[src/rtl/rv32i_types.sv]
// Shared types and line/beat geometry for the L1-miss to pmem arbiter.
package rv32i_types;

    localparam int LINE_W      = 256;
    localparam int BEAT_W      = 64;
    localparam int BEATS       = LINE_W / BEAT_W;
    localparam int OFFSET_BITS = 5;

    typedef enum logic [2:0] {
        ST_IDLE   = 3'd0,
        ST_I_RD   = 3'd1,
        ST_D_RD   = 3'd2,
        ST_D_WR   = 3'd3,
        ST_I_DONE = 3'd4,
        ST_D_DONE = 3'd5
    } arb_state_t;

    function automatic logic [31:0] line_align(input logic [31:0] addr);
        return {addr[31:OFFSET_BITS], {OFFSET_BITS{1'b0}}};
    endfunction

endpackage

[src/rtl/cache_mem_arbiter_if.sv]
// Burst physical-memory port: the arbiter is the master, the memory the slave.
interface cache_mem_arbiter_if #(
    parameter int BEAT_W = 64
);
    logic              pmem_read;
    logic              pmem_write;
    logic [31:0]       pmem_address;
    logic [BEAT_W-1:0] pmem_wdata;
    logic [BEAT_W-1:0] pmem_rdata;
    logic              pmem_resp;

    modport master (
        output pmem_read, pmem_write, pmem_address, pmem_wdata,
        input  pmem_rdata, pmem_resp
    );

    modport slave (
        input  pmem_read, pmem_write, pmem_address, pmem_wdata,
        output pmem_rdata, pmem_resp
    );
endinterface

[src/rtl/line_beat_buffer.sv]
// Beat counter plus one line register: disassembles a writeback line into
// beats and assembles read beats into a line.
module line_beat_buffer
    import rv32i_types::*;
#(
    parameter int LINE_W = rv32i_types::LINE_W,
    parameter int BEAT_W = rv32i_types::BEAT_W
) (
    input  logic              clk,
    input  logic              rst,
    input  logic              start,
    input  logic              load_line,
    input  logic              capture,
    input  logic              beat_en,
    input  logic [LINE_W-1:0] line_in,
    input  logic [BEAT_W-1:0] beat_in,
    output logic              last,
    output logic [BEAT_W-1:0] beat_out,
    output logic [LINE_W-1:0] line_next
);

    logic [1:0]        beat;
    logic [LINE_W-1:0] line_q;

    assign last     = (beat == 2'(BEATS - 1));
    assign beat_out = line_q[beat*BEAT_W +: BEAT_W];

    // Line as it will look once the beat on the bus is merged in.
    always_comb begin
        line_next = line_q;
        line_next[beat*BEAT_W +: BEAT_W] = beat_in;
    end

    // The counter parks on the last beat; only a new grant brings it back to 0.
    always_ff @(posedge clk or posedge rst) begin
        if (rst) begin
            beat   <= 2'd0;
            line_q <= '0;
        end else if (start) begin
            beat   <= 2'd0;
            line_q <= load_line ? line_in : '0;
        end else if (beat_en) begin
            if (capture) line_q <= line_next;
            if (!last)   beat   <= beat + 2'd1;
        end
    end

endmodule

[src/rtl/cache_mem_arbiter.sv]
// Serves I-cache and D-cache line misses over one 4-beat burst pmem port.
// Optional CACHE_ARB_RR_EN: round-robin between the I and D sides in IDLE.
module cache_mem_arbiter
    import rv32i_types::*;
#(
    parameter int LINE_W = rv32i_types::LINE_W,
    parameter int BEAT_W = rv32i_types::BEAT_W
) (
    input  logic                       clk,
    input  logic                       rst,
    input  logic                       i_read,
    input  logic [31:0]                i_address,
    output logic [LINE_W-1:0]          i_rdata,
    output logic                       i_resp,
    input  logic                       d_read,
    input  logic                       d_write,
    input  logic [31:0]                d_address,
    input  logic [LINE_W-1:0]          d_wdata,
    output logic [LINE_W-1:0]          d_rdata,
    output logic                       d_resp,
    cache_mem_arbiter_if.master        pmem
);

    arb_state_t        state, state_nxt;
    logic [31:0]       addr_q;
    logic              grant_i, grant_d_rd, grant_d_wr, grant, start;
    logic              in_read, in_burst, beat_en, last;
    logic [BEAT_W-1:0] beat_out;
    logic [LINE_W-1:0] line_next;

`ifdef CACHE_ARB_RR_EN
    localparam logic SIDE_I = 1'b0;
    localparam logic SIDE_D = 1'b1;

    // Names the side that wins the next I/D tie; handed to the other side on every grant.
    logic last_grant;
    logic d_req;

    assign d_req = d_read | d_write;

    always_comb begin
        grant_i    = i_read & (~d_req | (last_grant == SIDE_I));
        grant_d_wr = d_write & ~grant_i;
        grant_d_rd = d_read & ~d_write & ~grant_i;
    end

    always_ff @(posedge clk or posedge rst) begin
        if (rst)        last_grant <= SIDE_I;
        else if (start) last_grant <= grant_i ? SIDE_D : SIDE_I;
    end
`else
    // A data miss stalls the whole pipeline, so the D side always goes first.
    always_comb begin
        grant_d_wr = d_write;
        grant_d_rd = d_read & ~d_write;
        grant_i    = i_read & ~d_read & ~d_write;
    end
`endif

    assign grant    = grant_i | grant_d_rd | grant_d_wr;
    assign start    = (state == ST_IDLE) & grant;
    assign in_read  = (state == ST_I_RD) | (state == ST_D_RD);
    assign in_burst = in_read | (state == ST_D_WR);
    assign beat_en  = in_burst & pmem.pmem_resp;

    always_comb begin
        state_nxt = state;
        case (state)
            ST_IDLE: begin
                if (grant_d_wr)      state_nxt = ST_D_WR;
                else if (grant_d_rd) state_nxt = ST_D_RD;
                else if (grant_i)    state_nxt = ST_I_RD;
            end
            ST_I_RD: if (beat_en && last) state_nxt = ST_I_DONE;
            ST_D_RD: if (beat_en && last) state_nxt = ST_D_DONE;
            ST_D_WR: if (beat_en && last) state_nxt = ST_D_DONE;
            default: state_nxt = ST_IDLE;
        endcase
    end

    // Read buffers take the full line on the last beat, so they are stable from resp onwards.
    always_ff @(posedge clk or posedge rst) begin
        if (rst) begin
            state   <= ST_IDLE;
            addr_q  <= '0;
            i_rdata <= '0;
            d_rdata <= '0;
        end else begin
            state <= state_nxt;
            if (start) addr_q <= line_align(grant_i ? i_address : d_address);
            if (beat_en && last) begin
                if (state == ST_I_RD) i_rdata <= line_next;
                if (state == ST_D_RD) d_rdata <= line_next;
            end
        end
    end

    line_beat_buffer #(
        .LINE_W (LINE_W),
        .BEAT_W (BEAT_W)
    ) u_line_buf (
        .clk       (clk),
        .rst       (rst),
        .start     (start),
        .load_line (grant_d_wr),
        .capture   (in_read),
        .beat_en   (beat_en),
        .line_in   (d_wdata),
        .beat_in   (pmem.pmem_rdata),
        .last      (last),
        .beat_out  (beat_out),
        .line_next (line_next)
    );

    assign pmem.pmem_read    = in_read;
    assign pmem.pmem_write   = (state == ST_D_WR);
    assign pmem.pmem_address = addr_q;
    assign pmem.pmem_wdata   = beat_out;
    assign i_resp            = (state == ST_I_DONE);
    assign d_resp            = (state == ST_D_DONE);

endmodule

[src/flat_wrapper.sv]
// flat-port wrapper written by rule: the top's interface ports become plain ports
module cache_mem_arbiter_flat import rv32i_types::*;
#(
    parameter int LINE_W = rv32i_types::LINE_W,
    parameter int BEAT_W = rv32i_types::BEAT_W
)
  (clk, rst, i_read, i_address, i_rdata, i_resp, d_read, d_write, d_address, d_wdata, d_rdata, d_resp, pmem_pmem_read, pmem_pmem_write, pmem_pmem_address, pmem_pmem_wdata, pmem_pmem_rdata, pmem_pmem_resp);
  cache_mem_arbiter_if #(.BEAT_W(BEAT_W)) pmem_i ();
  input  logic clk;
  input  logic rst;
  input  logic i_read;
  input  logic [31:0] i_address;
  output logic [LINE_W-1:0] i_rdata;
  output logic i_resp;
  input  logic d_read;
  input  logic d_write;
  input  logic [31:0] d_address;
  input  logic [LINE_W-1:0] d_wdata;
  output logic [LINE_W-1:0] d_rdata;
  output logic d_resp;
  output wire logic [$bits(pmem_i.pmem_read)-1:0] pmem_pmem_read;
  output wire logic [$bits(pmem_i.pmem_write)-1:0] pmem_pmem_write;
  output wire logic [$bits(pmem_i.pmem_address)-1:0] pmem_pmem_address;
  output wire logic [$bits(pmem_i.pmem_wdata)-1:0] pmem_pmem_wdata;
  input wire logic [$bits(pmem_i.pmem_rdata)-1:0] pmem_pmem_rdata;
  input wire logic [$bits(pmem_i.pmem_resp)-1:0] pmem_pmem_resp;
  assign pmem_pmem_read = pmem_i.pmem_read;
  assign pmem_pmem_write = pmem_i.pmem_write;
  assign pmem_pmem_address = pmem_i.pmem_address;
  assign pmem_pmem_wdata = pmem_i.pmem_wdata;
  assign pmem_i.pmem_rdata = pmem_pmem_rdata;
  assign pmem_i.pmem_resp = pmem_pmem_resp;
  cache_mem_arbiter #(.LINE_W(LINE_W), .BEAT_W(BEAT_W)) u_core (.clk(clk), .rst(rst), .i_read(i_read), .i_address(i_address), .i_rdata(i_rdata), .i_resp(i_resp), .d_read(d_read), .d_write(d_write), .d_address(d_address), .d_wdata(d_wdata), .d_rdata(d_rdata), .d_resp(d_resp), .pmem(pmem_i));
endmodule
[config.mk]
export PLATFORM = sky130hd
export DESIGN_NAME = cache_mem_arbiter_flat
export DESIGN_NICKNAME = d
export VERILOG_FILES = /design/src/rtl/rv32i_types.sv /design/src/rtl/cache_mem_arbiter_if.sv /design/src/rtl/line_beat_buffer.sv /design/src/rtl/cache_mem_arbiter.sv /design/src/flat_wrapper.sv
export SDC_FILE = /design/constraint.sdc
export NUM_CORES = 2
export LEC_CHECK = 0
export BUFFER_PORTS_ARGS = -buffer_cell sky130_fd_sc_hd__clkbuf_2
export CAP_MARGIN = 20
export CORE_UTILIZATION = 25
export CTS_BUF_LIST = sky130_fd_sc_hd__clkbuf_16
export DETAILED_ROUTE_END_ITERATION = 12
export PLACE_DENSITY_LB_ADDON = 0.3
export SLEW_MARGIN = 0
export SYNTH_ARGS = -nofsm -noshare
export SYNTH_HDL_FRONTEND = slang
export SYNTH_SLANG_ARGS = --single-unit
[constraint.sdc]
create_clock -name clk -period 59.7 [get_ports clk]
set_input_delay 5.97 -clock clk [delete_from_list [all_inputs] [get_ports clk]]
set_output_delay 5.97 -clock clk [all_outputs]
set_load 0.02 [all_outputs]
After elaboration in Yosys (flattened, before gate mapping)
Index checks and enable logic that the tools add are counted.
{"block": "classes", "shift": 3, "n_eq_ne": 10, "bitwise_logic": 11, "reduce_logical": 10, "mul": 0, "n_lt_le_gt_ge": 0, "addsub": 2, "div_mod_pow": 0, "muxes": 15}
{"op": "$mux 256", "n": 4}
{"op": "$bwmux 256", "n": 1}
{"op": "$shift 64x34->256 const A", "n": 1}
{"op": "$shiftx 256x9->64", "n": 1}
{"op": "$shiftx 64x34->256", "n": 1}
{"op": "$neg 8->34", "n": 1}
{"op": "$mux 32", "n": 1}
{"op": "$mux 3", "n": 5}
{"op": "$pmux 3 s3", "n": 1}
{"op": "$reduce_and 2->1", "n": 4}
{"op": "$eq 3x2->1 const B", "n": 2}
{"op": "$eq 3x3->1 const B", "n": 2}
{"op": "$mux 2", "n": 3}
{"op": "$and 1x1->1", "n": 5}
{"op": "$ne 2x1->1 const B", "n": 2}
{"op": "$ne 4x2->1 const B", "n": 1}
{"op": "$or 1x1->1", "n": 4}
{"op": "$reduce_bool 2->1", "n": 2}
{"op": "$eq 3x1->1 const B", "n": 1}
{"op": "$logic_not 3->1", "n": 1}
{"op": "$reduce_and 3->1", "n": 1}
{"op": "$add 2x1->2 const B", "n": 1}
{"op": "$eq 2x2->1 const B", "n": 1}
{"op": "$ne 2x2->1 const B", "n": 1}
{"op": "other kinds (3)", "n": 4}
{"block": "totals", "word_cells": 57, "out_inout_bits": 612, "memories": 0, "ramBits": 0, "input_bits": 390, "mem_bits_ro": 0, "latchBits": 0, "register_bits": 800}

Logic depth before layout (Yosys ltp)
{"block": "logic_depth", "word_depth": 8, "mapped_depth": 11, "depth_no_buf": 6}

Hierarchy
A second synthesis with hierarchy kept.
{"block": "hier_totals", "hier_cells": 3464, "hier_area_um2": 39988.4}
{"module": "cache_mem_arbiter", "seq_area_each_um2": 13563.0, "area_per_inst_um2": 21787.1, "instances": 1, "cells_each": 1207}
{"module": "line_beat_buffer", "seq_area_each_um2": 6456.2, "area_per_inst_um2": 18201.2, "instances": 1, "cells_each": 2257}

Worst setup path after synthesis
OpenSTA, ideal clock, no wires.
{"block": "synth_path", "kind": "reg2out", "startpoint": "register u_core.u_line_buf.beat[0]", "endpoint": "output pmem_pmem_wdata[13]", "slack_ps": 52096, "t_arrival_ps": 1634, "path_stages_with_launch": 5, "n_path_buf": 3, "required_ps": 53730, "path_cell_list": "dfrtp_1 > buf_2 > buf_2 > buf_2 > mux4_2"}
{"block": "synth_between", "elab_chain_cells": 1}
{"element": "start, declared", "line": "line_beat_buffer.sv:22", "source": "logic [1:0] beat;"}
{"element": "start signal, assigned", "line": "line_beat_buffer.sv:44", "source": "if (!last) beat <= beat + 2'd1;"}
{"element": "$shiftx 256x9->64", "line": "line_beat_buffer.sv:26", "source": "assign beat_out = line_q[beat*BEAT_W +: BEAT_W];"}
{"element": "end, declared", "line": "flat_wrapper.sv:24", "source": "output wire logic [$bits(pmem_i.pmem_wdata)-1:0] pmem_pmem_wdata;"}
No other way between the ends.

Final worst setup path
{"block": "layout_path", "startpoint": "register u_core.u_line_buf.beat[0]", "endpoint": "output pmem_pmem_wdata[20]"}
The elaborated chain is that of the path after synthesis.

==> run summary <==
The via total after detailed routing is 33,570. Entering global routing, the biggest net connects between 150 and 200 pins. The clock tree from TritonCTS is built. The number of placed I/O pins came out at between 1,000 and 1,500. Power spread over the standard cell area amounts to 64.96 nW/µm².

The peak fanout along the critical path came out at 28. The number of setup violations in the final report is 0. The run finished with clean final reports. The number of max-slew violations in the final report came out at 0.

The number of DRC violations after detailed routing is 0. The number of antenna-violating nets in the routed design came out at 0. The total placed cells including tap cells is 6,524. The number of endpoints with negative hold slack in the final report came out at 0. In the final design database the tool counted 5,085 nets. In the final layout, the share of cells above drive strength 1 is 26.64%. The total wire length after detailed routing is 162,600 µm.

The worst-case clock buffer depth came out at 3. Measured on the finished design, the core utilization comes to 31.41%. The adder and majority gate portion of the synthesized area is 0.1671%. The final-layout setup total negative slack is 0 ns. The most instantiated library cell after synthesis is dfrtp_1. The clock net sink count is 800. The filler-free cell count of the finished design is 6,731. The synthesized design contains 0 enable-type register cells.

The worst endpoint required time is 53.73 ns. The worst setup path is captured at an output pin. The delay of the slowest cell on the worst path is 0.78 ns. The async set-reset flop share out of synthesis is 100.0%. The portion of netlist area occupied by mux cells is 4.626%. The family with the most delay on the worst path is buffers and inverters.

The setup fix buffers added after clock tree synthesis came out at 0. The largest voltage drop on the vdd net came out at ~0.000032 V. Counting distinct cell types in the post-synthesis netlist gives 35. The later-pin clock latency in the skew report came out at ~0.70 ns.

In this run, CTS created clock tree buffers numbering 94. The path class of the tightest hold or removal check is flip-flop to flip-flop. The most instantiated flip-flop cell in the synthesis netlist is dfrtp_1. The maximum operating frequency is 103.2 MHz.

The total met2 wirelength after detailed routing is about 77,000 µm. The initial antenna violation count is 58. Summed over all nets, wire length on met3 after detailed routing comes to 13,740 µm. The max-cap violation count is 0.

Compared with the post-synthesis result, the final layout area differs by 24.34%. The worst setup path is launched from a flip-flop. Of the total power, the share spent switching nets is 47.56%.

The height of the die came out at 388.9 µm. After detailed routing, the number of vias per cell comes to between 4 and 5. The fraction of synthesized cell area in xor and xnor cells is less than 1%. The critical path is of the flip-flop to output pin type. The average instance in the mapped netlist occupies 9.551 µm². By area the synthesized netlist is led by dfrtp_1 (53%), o21ai_0 (7.2%), o21ai_1 (6.7%), nand2_1 (5.4%), and2_1 (4.3%).

The number of iterations in the first detailed-routing pass is 5. The wire length on met1 is 65,450 µm. The design internal power is 0.001585 W. By area, the combinational part of the netlist is dominated by compound AO/OA/AOI/OAI gates.

The worst path uses about 16% of the clock period. The smallest clock period supported by the final layout is computed as approximately 9.7 ns. The initial core utilization came out at 25.26%. The part of the Yosys area used for sequential elements is 53.48%. The net load switching power is between 0.001 and 0.0015 W. The post-synthesis instance total is 3,919.

The floorplan step set the die width to 388.9 µm. The number of warnings issued by yosys came out at 0. Data arrives at the worst endpoint at 3.72 ns. The number of global-route vias before repair came out at 32,580. dfrtp_1 takes more of the synthesized area than any other cell.

The global-route usage over all layers is approximately a fifth. In this design, the critical path's most frequently occurring cell is buf_4. The sequential power share is 31.5%.

The placed wire-length estimate came out at 113,300 µm. Setup repair after global routing left no endpoint under its margin. The area of the core is 148,200 µm². The finished cells cover 46,540 µm². The synthesis-stage register bit count is 800. The clock power share is 19.1%.

In this run, post-CTS hold repair placed 0 buffers. The number of H-tree levels is 3. The total congestion overflow after global routing is 0. In this run the clock root is driven by a clkbuf_16. The fraction of synthesized cell area taken by the top area cell type is 53.48%.

Post-CTS repair changed the size of 0 cells. At the pin with the least slew margin, the transition time is 1.148 ns. Dividing the detail-routed wire length by the instance count gives 24.15 µm. The total die area is 151,300 µm². The sum of buffers and inverters on the critical path is 3. The clock transition at the registers of the reported paths is roughly 0.06 ns. The site row count is 141. Walking the worst path, the cells encountered are buf_4 -> buf_4 -> mux4_2 -> clkbuf_2. The share of synthesized cell area in and, or, nand and nor gates came out at approximately 18%. The cell with the biggest individual delay on the critical path is dfrtp_4. The final estimated routing congestion in global placement came out at 0.8570. The placed instance area came out at 43,420 µm². Combinational logic is responsible for around half of the overall power. Sorting the synthesized cells by how often they occur yields dfrtp_1 (800), nand2_1 (543), o21ai_0 (542). The synthesized cell area came out at 37,430 µm².

The violation count after the first detailed-route iteration came out at 2,776. The clock skew after layout is a little over 0.03 ns. Measured against its own limit, the worst slew margin works out to 23.10%.

The number of buffers inserted by port buffering is 986. The synthesized netlist devotes 18.44% of its cell area to compound gates. The leakage power of the design is ~21 nW.

After detailed routing, no signal wire sits above met5. The first global-routing pass estimated 234,800 µm of wire.
==> logic make-up after synthesis <==
logic type | Yosys count
AND/OR/NAND/NOR | 1334
AO/OA/AOI/OAI | 1310
flip-flops | 800
buffers and inverters | 374
multiplexers | 93
adder cells (fa/ha/maj) | 5
XOR/XNOR | 2
other | 1
==> final cells by class <==
cell class	count	area, µm²
antenna	34	85.08
inverter	3	18.77
fill	15700	101600
multi-input combinational	2749	15530
clock buffer	97	2427
sequential	800	20030
clock inverter	76	609.3
tap	1930	2415
timing repair buffer	1042	5428
==> cells in the final DEF (no fill, tap or decap), types with 4 or more instances in the layout <==
master / instances
a31oi_1: 256
and2_1: 257
buf_12: 5
buf_4: 51
bufinv_16: 7
clkbuf_16: 97
clkbuf_2: 985
clkinv_1: 22
clkinv_2: 21
clkinvlp_4: 4
conb_1: 5
dfrtp_1: 798
diode_2: 34
ha_4: 4
inv_1: 15
mux2i_1: 29
mux4_2: 64
nand2_1: 543
nand3_1: 256
nor2_1: 6
nor2b_1: 257
nor3b_2: 4
o21ai_0: 542
o21ai_1: 503
o21ai_2: 7
==> state kept, by name (all words and copies together), names as in the netlist <==
name	count
u_core.u_line_buf.line_q	256
u_core.u_line_buf.beat	2
u_core.state	3
u_core.d_rdata	256
u_core.pmem.pmem_address	27
u_core.i_rdata	256
==> worst register-to-register path, stage by stage, from the launching register on <==
cell      delay [ns]
dfrtp_4         0.80
ha_4            0.49
nand4b_1        0.16
buf_4           0.67
buf_4           0.85
buf_4           0.63
buf_4           0.83
o21ai_0         0.32
==> through the flow <==
stage | setup slack [ns] | hold WS [ns] | total power [W]
floorplan | 31.26 | 0.5276 | 0.001862
global placement | 49.93 | 0.4612 | 0.002428
detailed placement | 49.85 | 0.4649 | 0.002454
CTS | 49.72 | 0.4783 | 0.003044
global route | 49.70 | 0.4879 | 0.003204
finish | 50.01 | 0.4769 | 0.003023
==> metal layers <==
metal	vias up	global-route usage (%)
met5	-	0
met4	28	8.082
met3	305	6.036
met2	1456	33.71
met1	16520	26.29
li1	15260	-
==> power groups by stage <==
stage	sequential (W)	combinational [W]	clock, W
after floorplan	0.00107	0.000794	0
after global placement	0.000946	0.00148	0
after detailed placement	0.000955	0.00150	0
after CTS	0.000949	0.00150	0.000592
after global routing	0.000979	0.00161	0.000612
final	0.000954	0.00149	0.000577
==> worst paths after layout <==
path,to,cells after the start,slack [ns],start
worst max-delay path,pmem_pmem_wdata[20],4,50.01,u_core.u_line_buf.beat[0]$_DFFE_PP0P_
worst min-delay path,u_core.pmem.pmem_address[5]$_DFFE_PP0P_,2,0.48,u_core.pmem.pmem_address[5]$_DFFE_PP0P_
worst max register to register,u_core.i_rdata[217]$_DFFE_PP0P_,7,54.80,u_core.u_line_buf.beat[1]$_DFFE_PP0P_
worst min register to register,u_core.pmem.pmem_address[5]$_DFFE_PP0P_,2,0.48,u_core.pmem.pmem_address[5]$_DFFE_PP0P_
max in group asynchronous,u_core.i_rdata[158]$_DFFE_PP0P_,5,51.10,rst
min in group asynchronous,u_core.i_rdata[57]$_DFFE_PP0P_,2,5.38,rst
Power figures use the tool's default switching activity.
